File: config.mk
export PLATFORM = sky130hd
export DESIGN_NAME = paro_rampa_parcial_flat
export DESIGN_NICKNAME = d
export VERILOG_FILES = /design/src/rtl/paro_rampa_parcial_if.sv /design/src/rtl/paro_rampa_parcial.sv /design/src/flat_wrapper.sv
export SDC_FILE = /design/constraint.sdc
export NUM_CORES = 1
export LEC_CHECK = 0
export CORE_MARGIN = 2
export CORE_UTILIZATION = 35
export DETAILED_ROUTE_END_ITERATION = 7
export MAX_ROUTING_LAYER = met4
export SETUP_SLACK_MARGIN = 0.4
export SLEW_MARGIN = 20
export SYNTH_ARGS = -nofsm -noshare
export SYNTH_HDL_FRONTEND = slang
export SYNTH_SLANG_ARGS = --single-unit
File: constraint.sdc
create_clock -name clk -period 2.44 [get_ports clk]
set_clock_uncertainty 0.15 [all_clocks]
set_input_delay 0.366 -clock clk [delete_from_list [all_inputs] [get_ports clk]]
set_output_delay 0.366 -clock clk [all_outputs]
set_load 0.02 [all_outputs]
File: src/rtl/paro_rampa_parcial_if.sv
// Signal bundle for the soft-stop ramp controller. emergencia exists only when
// EMERGENCY_STOP_EN is defined.
interface paro_rampa_parcial_if;
    // Signalling contract: the command inputs are plain levels, synchronous to clk.
    // They are sampled on every rising edge but only acted on in the states that
    // listen to them. out_* and busy are registered levels. done is a registered
    // single-cycle pulse. state_dbg mirrors the FSM state register.
    logic       marcha;
    logic       paro;
    logic       Rapido;
    logic       Lento;
`ifdef EMERGENCY_STOP_EN
    logic       emergencia;
`endif
    logic       out_100;
    logic       out_50;
    logic       out_30;
    logic       busy;
    logic       done;
    logic [1:0] state_dbg;

`ifdef EMERGENCY_STOP_EN
    modport master (
        output marcha, paro, Rapido, Lento, emergencia,
        input  out_100, out_50, out_30, busy, done, state_dbg
    );
    modport slave (
        input  marcha, paro, Rapido, Lento, emergencia,
        output out_100, out_50, out_30, busy, done, state_dbg
    );
`else
    modport master (
        output marcha, paro, Rapido, Lento,
        input  out_100, out_50, out_30, busy, done, state_dbg
    );
    modport slave (
        input  marcha, paro, Rapido, Lento,
        output out_100, out_50, out_30, busy, done, state_dbg
    );
`endif
endinterface

File: src/rtl/paro_rampa_parcial.sv
// Soft-stop controller: RUN at 100 %, then 50 % -> 30 % -> off with a prescaled dwell.
// Optional EMERGENCY_STOP_EN adds an emergencia input that aborts to IDLE without done.
module paro_rampa_parcial #(
    parameter int PRESCALE     = 4,
    parameter int DWELL_RAPIDO = 2,
    parameter int DWELL_LENTO  = 5
) (
    input  logic                  clk,
    input  logic                  reset,
    paro_rampa_parcial_if.slave   bus
);

    localparam int PW   = (PRESCALE > 1) ? $clog2(PRESCALE) : 1;
    localparam int DMAX = (DWELL_RAPIDO > DWELL_LENTO) ? DWELL_RAPIDO : DWELL_LENTO;
    localparam int DW   = (DMAX > 1) ? $clog2(DMAX) : 1;

    localparam logic [PW-1:0] PRE_LAST    = PW'(PRESCALE - 1);
    localparam logic [DW-1:0] LAST_RAPIDO = DW'(DWELL_RAPIDO - 1);
    localparam logic [DW-1:0] LAST_LENTO  = DW'(DWELL_LENTO - 1);

    typedef enum logic [1:0] {
        IDLE   = 2'd0,
        RUN    = 2'd1,
        STEP50 = 2'd2,
        STEP30 = 2'd3
    } state_t;

    state_t          state;
    state_t          state_next;
    logic [PW-1:0]   pre_q;
    logic [DW-1:0]   dwell_q;
    logic            mode_fast;
    logic [DW-1:0]   dwell_last;
    logic            stepping;
    logic            tick;
    logic            step_end;
    logic            emerg;
    logic            mode_fast_sel;

`ifdef EMERGENCY_STOP_EN
    assign emerg = bus.emergencia;
`else
    assign emerg = 1'b0;
`endif

    assign stepping   = (state == STEP50) || (state == STEP30);
    assign tick       = stepping && (pre_q == PRE_LAST);
    assign dwell_last = mode_fast ? LAST_RAPIDO : LAST_LENTO;
    assign step_end   = tick && (dwell_q == dwell_last);

    // Rapido wins over Lento; neither selected falls back to the slow dwell.
    always_comb begin
        mode_fast_sel = 1'b0;
        case ({bus.Rapido, bus.Lento})
            2'b10, 2'b11: mode_fast_sel = 1'b1;
            2'b01:        mode_fast_sel = 1'b0;
            default:      mode_fast_sel = 1'b0;
        endcase
    end

    always_comb begin
        state_next = state;
        case (state)
            IDLE: begin
                if (bus.marcha && !bus.paro && !emerg)
                    state_next = RUN;
            end
            RUN: begin
                if (emerg)
                    state_next = IDLE;
                else if (bus.paro)
                    state_next = STEP50;
            end
            STEP50: begin
                if (emerg)
                    state_next = IDLE;
                else if (step_end)
                    state_next = STEP30;
            end
            STEP30: begin
                if (emerg || step_end)
                    state_next = IDLE;
            end
            default: state_next = IDLE;
        endcase
    end

    always_ff @(posedge clk or posedge reset) begin
        if (reset)
            state <= IDLE;
        else
            state <= state_next;
    end

    // Counters restart on every state change so each step begins a fresh dwell.
    always_ff @(posedge clk or posedge reset) begin
        if (reset) begin
            pre_q   <= '0;
            dwell_q <= '0;
        end else if (state_next != state) begin
            pre_q   <= '0;
            dwell_q <= '0;
        end else if (stepping) begin
            if (tick) begin
                pre_q <= '0;
                if (dwell_q != dwell_last)
                    dwell_q <= dwell_q + 1'b1;
            end else begin
                pre_q <= pre_q + 1'b1;
            end
        end
    end

    always_ff @(posedge clk or posedge reset) begin
        if (reset)
            mode_fast <= 1'b0;
        else if ((state == RUN) && (state_next == STEP50))
            mode_fast <= mode_fast_sel;
    end

    // Outputs are registered from the next state so they line up with the state register.
    always_ff @(posedge clk or posedge reset) begin
        if (reset) begin
            bus.out_100 <= 1'b0;
            bus.out_50  <= 1'b0;
            bus.out_30  <= 1'b0;
            bus.busy    <= 1'b0;
            bus.done    <= 1'b0;
        end else begin
            bus.out_100 <= (state_next == RUN);
            bus.out_50  <= (state_next == STEP50);
            bus.out_30  <= (state_next == STEP30);
            bus.busy    <= (state_next == STEP50) || (state_next == STEP30);
            bus.done    <= (state == STEP30) && (state_next == IDLE) && !emerg;
        end
    end

    assign bus.state_dbg = state;

endmodule
File: src/flat_wrapper.sv
// flat-port wrapper written by rule: the top's interface ports become plain ports
module paro_rampa_parcial_flat 
#(
    parameter int PRESCALE     = 4,
    parameter int DWELL_RAPIDO = 2,
    parameter int DWELL_LENTO  = 5
)
  (clk, reset, bus_marcha, bus_paro, bus_Rapido, bus_Lento, bus_out_100, bus_out_50, bus_out_30, bus_busy, bus_done, bus_state_dbg);
  paro_rampa_parcial_if bus_i ();
  input  logic clk;
  input  logic reset;
  input wire logic [$bits(bus_i.marcha)-1:0] bus_marcha;
  input wire logic [$bits(bus_i.paro)-1:0] bus_paro;
  input wire logic [$bits(bus_i.Rapido)-1:0] bus_Rapido;
  input wire logic [$bits(bus_i.Lento)-1:0] bus_Lento;
  output wire logic [$bits(bus_i.out_100)-1:0] bus_out_100;
  output wire logic [$bits(bus_i.out_50)-1:0] bus_out_50;
  output wire logic [$bits(bus_i.out_30)-1:0] bus_out_30;
  output wire logic [$bits(bus_i.busy)-1:0] bus_busy;
  output wire logic [$bits(bus_i.done)-1:0] bus_done;
  output wire logic [$bits(bus_i.state_dbg)-1:0] bus_state_dbg;
  assign bus_i.marcha = bus_marcha;
  assign bus_i.paro = bus_paro;
  assign bus_i.Rapido = bus_Rapido;
  assign bus_i.Lento = bus_Lento;
  assign bus_out_100 = bus_i.out_100;
  assign bus_out_50 = bus_i.out_50;
  assign bus_out_30 = bus_i.out_30;
  assign bus_busy = bus_i.busy;
  assign bus_done = bus_i.done;
  assign bus_state_dbg = bus_i.state_dbg;
  paro_rampa_parcial #(.PRESCALE(PRESCALE), .DWELL_RAPIDO(DWELL_RAPIDO), .DWELL_LENTO(DWELL_LENTO)) u_core (.clk(clk), .reset(reset), .bus(bus_i));
endmodule
# After elaboration in Yosys (flattened, before gate mapping)

Index checks and enable logic that the tools add are counted.

Add/sub/neg operators: 2
$mul: 0
Div/mod/pow operators: 0
Magnitude comparators: 0
Equality and inequality tests: 12
Shift operators: 0
Mux-type cells: 14
Bitwise operators: 0
Reduce and logical (&&, ||, !) cells: 15

Operators by type and width:

| cell                  | number |
|---|---|
| $mux W3               | 5 |
| $eq A2 B2 Y1 const B  | 7 |
| $mux W2               | 7 |
| $pmux W2 S4           | 1 |
| $reduce_bool A2 Y1    | 3 |
| $logic_and A1 B1 Y1   | 5 |
| $eq A2 B1 Y1 const B  | 2 |
| $logic_not A2 Y1      | 2 |
| $add A3 B1 Y3 const B | 1 |
| $eq A3 B3 Y1          | 1 |
| $ne A3 B3 Y1          | 1 |
| $reduce_and A3 Y1     | 1 |
| $add A2 B1 Y2 const B | 1 |
| $logic_or A1 B1 Y1    | 2 |
| $ne A2 B2 Y1          | 1 |
| $reduce_or A2 Y1      | 1 |
| $logic_not A1 Y1      | 1 |
| $mux W1               | 1 |

Register bits after elaboration: 13
Bits in latches: 0
Bits in writable memories: 0
Memory bits (read-only): 0
Input bits: 6
Memories kept: 0

# Logic depth before layout (Yosys ltp)

Gate-level depths: netlist of the first run.

Depth after elaboration: 9
Gate-level depth with buffers: 4
Depth with buffers taken out: 4

# Least setup slack after synthesis of the first run

OpenSTA, ideal clock, no wires.

Path type: flip-flop to flip-flop
Start point: reg u_core.state[0], in the netlist u_core.bus.state_dbg[0]
End point: reg u_core.dwell_q[2]
Library setup time: 0.122 ns
Data arrival time: 1.238 ns
Setup slack: 0.930 ns
Stages on the path, launching flop included: 5
Buffers on the path: 1
Cell sequence: dfrtp_1 -> clkbuf_1 -> nor3b_1 -> o21ai_0 -> a32o_1

Word-level cells in the longest chain between the ends: 9

RTL lines:

| element                             | RTL line                                           | RTL |
|---|---|---|
| from (decl)                         | paro_rampa_parcial.sv:28                           | `state_t state;` |
| from (signal assigned)              | paro_rampa_parcial.sv:92                           | `state <= state_next;` |
| $eq A2 B2 Y1                        | paro_rampa_parcial.sv:46, paro_rampa_parcial.sv:63 |  |
| $logic_or A1 B1 Y1                  | paro_rampa_parcial.sv:46                           | `assign stepping = (state == STEP50) \|\| (state == STEP30);` |
| $logic_and A1 B1 Y1                 | paro_rampa_parcial.sv:47                           | `assign tick = stepping && (pre_q == PRE_LAST);` |
| $logic_and A1 B1 Y1                 | paro_rampa_parcial.sv:49                           | `assign step_end = tick && (dwell_q == dwell_last);` |
| $mux W2 (on tied branches)          | paro_rampa_parcial.sv:81, paro_rampa_parcial.sv:77 |  |
| $pmux W2 S4                         | paro_rampa_parcial.sv:63                           | `case (state)` |
| $ne A2 B2 Y1                        | paro_rampa_parcial.sv:100                          | `end else if (state_next != state) begin` |
| $reduce_bool A2 Y1 (no source line) | n/a                                                |  |
| $reduce_and A3 Y1 (no source line)  | n/a                                                |  |
| to (signal assigned)                | paro_rampa_parcial.sv:107                          | `dwell_q <= dwell_q + 1'b1;` |
| to (decl)                           | paro_rampa_parcial.sv:31                           | `logic [DW-1:0] dwell_q;` |

Parallel ways exist; a longest one is shown, timed or not.
A chain may end at the register's enable or synchronous reset.

# Worst setup path in the final report of the first run

Start point: reg u_core.state[1], in the netlist u_core.bus.state_dbg[1]
End point: out bus_state_dbg[1]

RTL lines:

| element   | RTL line           | RTL |
|---|---|---|
| to (decl) | flat_wrapper.sv:21 | `output wire logic [$bits(bus_i.state_dbg)-1:0] bus_state_dbg;` |

No word-level cell between the ends.

==> impl_results.md, run 1 <==
* Height of the die at 45.6 um
* Final Max Tran Viols at 0
* Synth Warn # at 0
* TritonCTS clock tree: built
* Met3 GRT Util at 3.97%
* PwrDens at 1190 nW/um^2
* Final worst slack at 510 ps
* Busiest grt layer: met1
* Setup Total Neg Slack at 0 ps
* Fmax at 0.518 GHz
* N_diodes at 0
* Core Box Area at 1670 um^2
* Crit Path Max Fanout at 15
* Worst EP required at 1920 ps
* Worst setup EP type: primary output
* Worst Path Buf+Inv at 1
* # setup viols final at 0
* Routed Antenna Nets at 0
* Synth top area cells: dfrtp_1 54%, a32o_1 4.9%, ha_1 4.1%
* Register area share after synthesis at 53.6%
* Min Clock Period, post-route at 1930 ps
* Mean number of vias per cell at 5.19
* # rows at 15
* Hold buffers post-CTS at 0
* First-pass GRT wire length at 1.78 mm
* Slowest stage cell, crit path: clkdlybuf4s50_1
* Residual DRC at 0
* Final #Nets at 77
* Io pins at 13
* Synth cell types at 23
* Post-synthesis net count at 63
* Initial antenna violation count at 0
* Clock Sinks at 13
* Vias in the first global route at 415
* Largest net degree at the start of global routing at 16
* Syn avg cell area at 11.0 um^2
* Place WS at 613 ps
* Via count at 441
* Starting DRT DRC Count at 4
* Worst slew margin at 66.8%
* Total wire length at 1.07 mm
* CTS max path bufs at 2
* CTS Root Cell: clkbuf_4
* Share of the synthesized area in the top cell type at 53.6%
* Pleak at 0.337 nW
* Status: complete, no violations
* Critical path class: reg2out
* Synthesis-stage register bit count at 13
* Worst EP arrival at 1410 ps
* GPL Wtd Cong at 0.759
* Die area at 2080 um^2
* Synthesized instance count at 55
* Max-Cap Viols at 0
* Slew @ Worst Pin at 498 ps
* Layout cells sized above 1 at 11.8%
* Area growth syn-to-layout at 25.2%
* 1st-pass router iterations at 4
* Hpwl dp at 796 um
* Initial Util at 36.3%
* Worst path cell trace: clkdlybuf4s50_1
* Met2 Use GR at 16.9%
* GR Util met1 at 17.5%
* Critical path launch point type: flop
* WL/cell at 12.6 um
* Num CTS Buffers at 3
* Final Hold Fails at 0
* DIE WIDTH at 45.6 um
* GR Overflow Total at 0
* Worst min path class: in2async
* Number of post-CTS setup repair buffers at 0
* Gr usage total at 13.2%
* Worst path top cell family by delay: buffers and inverters
* Number of I/O port buffers at 11
* Number of H-tree levels at 1
* Area leader, netlist: dfrtp_1
* RSZ-0062 raised after global routing: false
* CTS clock-pin slew for the worst setup and hold paths at 80 ps
* Clk Latency, worst-skew pair at 270 ps
* Post-layout total power at 901 uW
* IR drop worst, VDD at 0.587 mV
* Final period util at 79.1%
* CP max stage delay at 650 ps
* Post-synthesis cell area at 607 um^2
[synth_stat cells, drive strengths merged]
cell type	n
a211o	1
a21o	3
a21oi	2
a31oi	2
a32o	3
and2	1
and3	1
clkbuf	2
dfrtp	13
ha	2
inv	3
mux2	1
nand2	2
nand2b	3
nand3b	3
nor2	3
nor2b	1
nor3b	1
o211ai	1
o21ai	5
o2bb2ai	1
or3b	1
[area by class of cell]
cell class | count | area, um^2
Tap cell | 17 | 21.3
Sequential cell | 13 | 328
Fill cell | 159 | 911
Clock buffer | 4 | 26.3
Timing Repair Buffer | 11 | 110
Multi-Input combinational cell | 37 | 263
Inverter | 3 | 11.3
[flip-flops by register name (all words and copies together) (netlist names)]
| register | cells |
|---|---|
| u_core.pre_q | 2 |
| u_core.mode_fast | 1 |
| u_core.bus.busy | 1 |
| u_core.bus.out_100 | 1 |
| u_core.dwell_q | 3 |
| u_core.bus.out_50 | 1 |
| u_core.bus.done | 1 |
| u_core.bus.state_dbg | 2 |
| u_core.bus.out_30 | 1 |
[cell families (layout without fill, tap and decap cells)]
logic type | Yosys count | count (layout) | synth area share [%]
AOI/OAI and AO/OA | 18 | 18 | 21.2
and+or+nand+nor | 16 | 16 | 16.1
adders and majority gates | 2 | 2 | 4.12
buffers and inverters | 5 | 18 | 3.09
muxes | 1 | 1 | 1.86
DFF | 13 | 13 | 53.6
[final timing paths]
| path | start | to | slack (ps) | depth (start not counted) |
|---|---|---|---|---|
| setup reg to reg | u_core.dwell_q[0] | u_core.dwell_q[0] | 860 | 3 |
| setup / recovery | u_core.bus.state_dbg[1] | bus_state_dbg[1] | 510 | 1 |
| min in group clk | u_core.pre_q[1] | u_core.pre_q[1] | 350 | 1 |
| hold / removal | reset | u_core.bus.out_100 | 290 | 2 |
| max in group asynchronous | reset | u_core.bus.state_dbg[0] | 1490 | 2 |
| hold reg to reg | u_core.pre_q[1] | u_core.pre_q[1] | 350 | 1 |
[through the flow]
step	util (%)	hold slack (ps)	area [um^2]	cells
CTS	45.4	305	758	85
floorplan	-	93.0	607	55
global placement	43.7	331	731	81
detailed placement	43.7	333	731	81
finish	45.5	289	759	85
global route	45.5	324	759	85
[what timing repair did]
action                                 4_1_cts  5_1_grt
pin swaps                                    0        0
endpoints found under the hold margin        0        0
gates resized for setup                      1        1
setup endpoints to repair                    1        1
[power by group]
part	internal, mW	leakage, nW	total [mW]	switching [mW]
registers	0.301	0.154	0.378	0.0770
logic	0.207	0.168	0.396	0.189
clock network	0.0632	0.0150	0.127	0.0642
total	0.571	0.337	0.901	0.330
[layout by cell type, fill, tap and decap left out, types with 3 or more instances in the layout]
| master | synthesis | routed |
|---|---|---|
| nor2_1 | 3 | 3 |
| clkbuf_4 | 0 | 3 |
| nand2b_1 | 3 | 3 |
| a21o_1 | 3 | 3 |
| o21ai_0 | 5 | 5 |
| a32o_1 | 3 | 3 |
| clkdlybuf4s50_1 | 0 | 11 |
| dfrtp_1 | 13 | 11 |
| inv_1 | 3 | 3 |
| nand3b_1 | 3 | 3 |
[layer usage]
metal	wire length, um	share of wire [%]
met1	539	50
met2	469	44
met3	49	4.6
met4	12	1.1
met5	0	0
No activity file was read; power rests on OpenSTA's default activity.
==> inputs of run 2 (changes only) <==
- clock period: 2.44 -> 1.57 ns (I/O delays scaled with it)
==> run 2 against run 1 <==
Net effect: worst setup slack worse by 450 ps; first-iteration DRC count rose to 3.0 times the previous value; die area is the same; sequential power up 50%; non-clock buffer count is 10 higher; hold slack got worse by 160 ps; critical path type is now reg2reg; highest routed layer unchanged.
==> impl_results.md, run 2 (same netlist as run 1, synthesis figures left out) <==
* Status: complete, no violations (unchanged)
* 1st-pass router iterations at 6 (was 4)
* Mean number of vias per cell at 5.24 (was 5.19)
* Min Clock Period, post-route at 1510 ps
* Io pins at 13 (unchanged)
* Die area at 2080 um^2 (unchanged)
* Clock power share at 12.6% (was 14.1%)
* Slew @ Worst Pin at 492 ps (was 498 ps)
* Largest net degree at the start of global routing at 14 (was 16)
* IR drop worst, VDD at 1.02 mV (was 0.587 mV)
* CTS Root Cell: clkbuf_4 (unchanged)
* Worst EP required at 1590 ps (was 1920 ps)
* Height of the die at 45.6 um (unchanged)
* Worst slew margin at 67.1% (was 66.8%)
* Reg with most FFs: u_core.dwell_q (unchanged)
* Reg power frac at 33.7% (was 41.9%)
* Worst setup EP type: flop (was primary output)
* GPL Wtd Cong at 0.781 (was 0.759)
* Fin cells at 95 (was 85)
* Core Util, Final at 53.0% (was 45.5%)
* Layout cells sized above 1 at 35.9% (was 11.8%)
* TritonCTS clock tree: built (unchanged)
* WL/cell at 13.1 um (was 12.6 um)
* Area after DPL at 802 um^2 (was 731 um^2)
* Placed Cells at 89 (was 81)
* Switch share at 36.7% (was 36.6%)
* Worst min path class: in2async (unchanged)
* PwrDens at 1900 nW/um^2 (was 1190 nW/um^2)
* GR Overflow Total at 0 (unchanged)
* DIE WIDTH at 45.6 um (unchanged)
* Combinational power share at 53.7% (was 43.9%)
* FILL cells at 147 (was 159)
* Total wire length at 1.25 mm (was 1.07 mm)
* Max reg flops at 3 (unchanged)
* Routed Antenna Nets at 0 (unchanged)
* Number of I/O port buffers at 11 (unchanged)
* RSZ-0062 raised after global routing: true (was false)
* First-pass GRT wire length at 2.04 mm (was 1.78 mm)
* Fin Hold WS at 125 ps (was 289 ps)
* Hpwl dp at 858 um (was 796 um)
* N_diodes at 0 (unchanged)
* Setup Total Neg Slack at 0 ps (unchanged)
* Most frequent cells in the layout: 11 x dfrtp_1, 9 x buf_6, 8 x buf_4 (was 11 x clkdlybuf4s50_1, 11 x dfrtp_1, 5 x o21ai_0)
* Critical path launch point type: flop (unchanged)
* Number of H-tree levels at 1 (unchanged)
* Max-Cap Viols at 0 (unchanged)
* Via count at 498 (was 441)
* Final period util at 95.9%
* # rows at 15 (unchanged)
* Clk Latency, worst-skew pair at 280 ps (was 270 ps)
* Critical path class: reg2reg (was reg2out)
* Area growth syn-to-layout at 46.0% (was 25.2%)
* # setup viols final at 0 (unchanged)
* Final #Nets at 87 (was 77)
* Fmax at 0.664 GHz
* Core Box Area at 1670 um^2 (unchanged)
* Pleak at 0.415 nW (was 0.337 nW)
* Vias in the first global route at 480 (was 415)
* Pint at 1.06 mW (was 571 uW)
* Final Max Tran Viols at 0 (unchanged)
* Initial antenna violation count at 0 (unchanged)
* Sw power at 617 uW (was 330 uW)
* Num CTS Buffers at 3 (unchanged)
* Clock Sinks at 13 (unchanged)
* CTS max path bufs at 2 (unchanged)
* Hold buffers post-CTS at 0 (unchanged)
* Initial Util at 36.3% (unchanged)
* Worst EP arrival at 1530 ps (was 1410 ps)
* Starting DRT DRC Count at 12 (was 4)
* Most common cell after layout, fill and taps aside: dfrtp_1
* Crit Path Max Fanout at 3 (was 15)
* Design Area, Final at 886 um^2 (was 759 um^2)
* Gr usage total at 15.2% (was 13.2%)
* Residual DRC at 0 (unchanged)
* Final Hold Fails at 0 (unchanged)
* CTS clock-pin slew for the worst setup and hold paths at 80 ps (about the same)
run 2: final timing paths:
path | startpoint | endpoint | slack [ps] | depth (start not counted)
worst max-delay path | u_core.dwell_q[0] | u_core.dwell_q[0] | 60 | 3
worst min-delay path | reset | u_core.mode_fast | 120 | 2
worst max register to register | u_core.dwell_q[0] | u_core.dwell_q[0] | 60 | 3
worst min register to register | u_core.pre_q[1] | u_core.pre_q[1] | 400 | 1
max in group asynchronous | reset | u_core.bus.state_dbg[1] | 790 | 2
min in group clk | u_core.pre_q[1] | u_core.pre_q[1] | 400 | 1
run 2: metal layers:
layer | routed length [um] | share of wire, % | GRT usage (%) | up-vias
met4 | 42 | 3.4 | 10.6 | 0
met1 | 528 | 42 | 17.4 | 229
met5 | 0 | 0 | - | -
met2 | 588 | 47 | 22.0 | 20
met3 | 88 | 7.1 | 5.16 | 4
li1 | - | - | - | 245
run 2: cell type report:
type                            count  area (um^2)  share of cell area (%)
Sequential cell                    13          328                    37.0
Tap cell                           17         21.3                    2.40
Timing Repair Buffer               21          201                    22.7
Clock buffer                        4         26.3                    2.97
Multi-Input combinational cell     37          298                    33.6
Inverter                            3         11.3                    1.27
run 2: critical path: stages (launching register included):
cell and delay (ps):
dfrtp_1 380, or3b_4 420, a21o_1 220, a32o_1 220
run 2: through the flow:
step / total power [mW] / setup slack, ps
CTS: 1.63 / 52.1
global placement: 1.32 / -53.4
finish: 1.68 / 64.0
global route: 1.81 / 8.96
detailed placement: 1.34 / -60.7
floorplan: 1.05 / 107
run 2: power groups by stage:
stage	sequential, mW	clock (mW)	combinational, mW
2_1_floorplan	0.613	0	0.438
3_3_place_gp	0.545	0	0.772
3_5_place_dp	0.547	0	0.791
4_1_cts	0.552	0.219	0.855
5_1_grt	0.584	0.241	0.981
6_report	0.566	0.212	0.902
run 2: what timing repair did:
| action | in CTS | in global routing |
|---|---|---|
| gates resized for setup | 43 | 8 |
| pin swaps | 6 | 7 |
| buffers inserted | 1 | 1 |
| setup endpoints to repair | 19 | 20 |
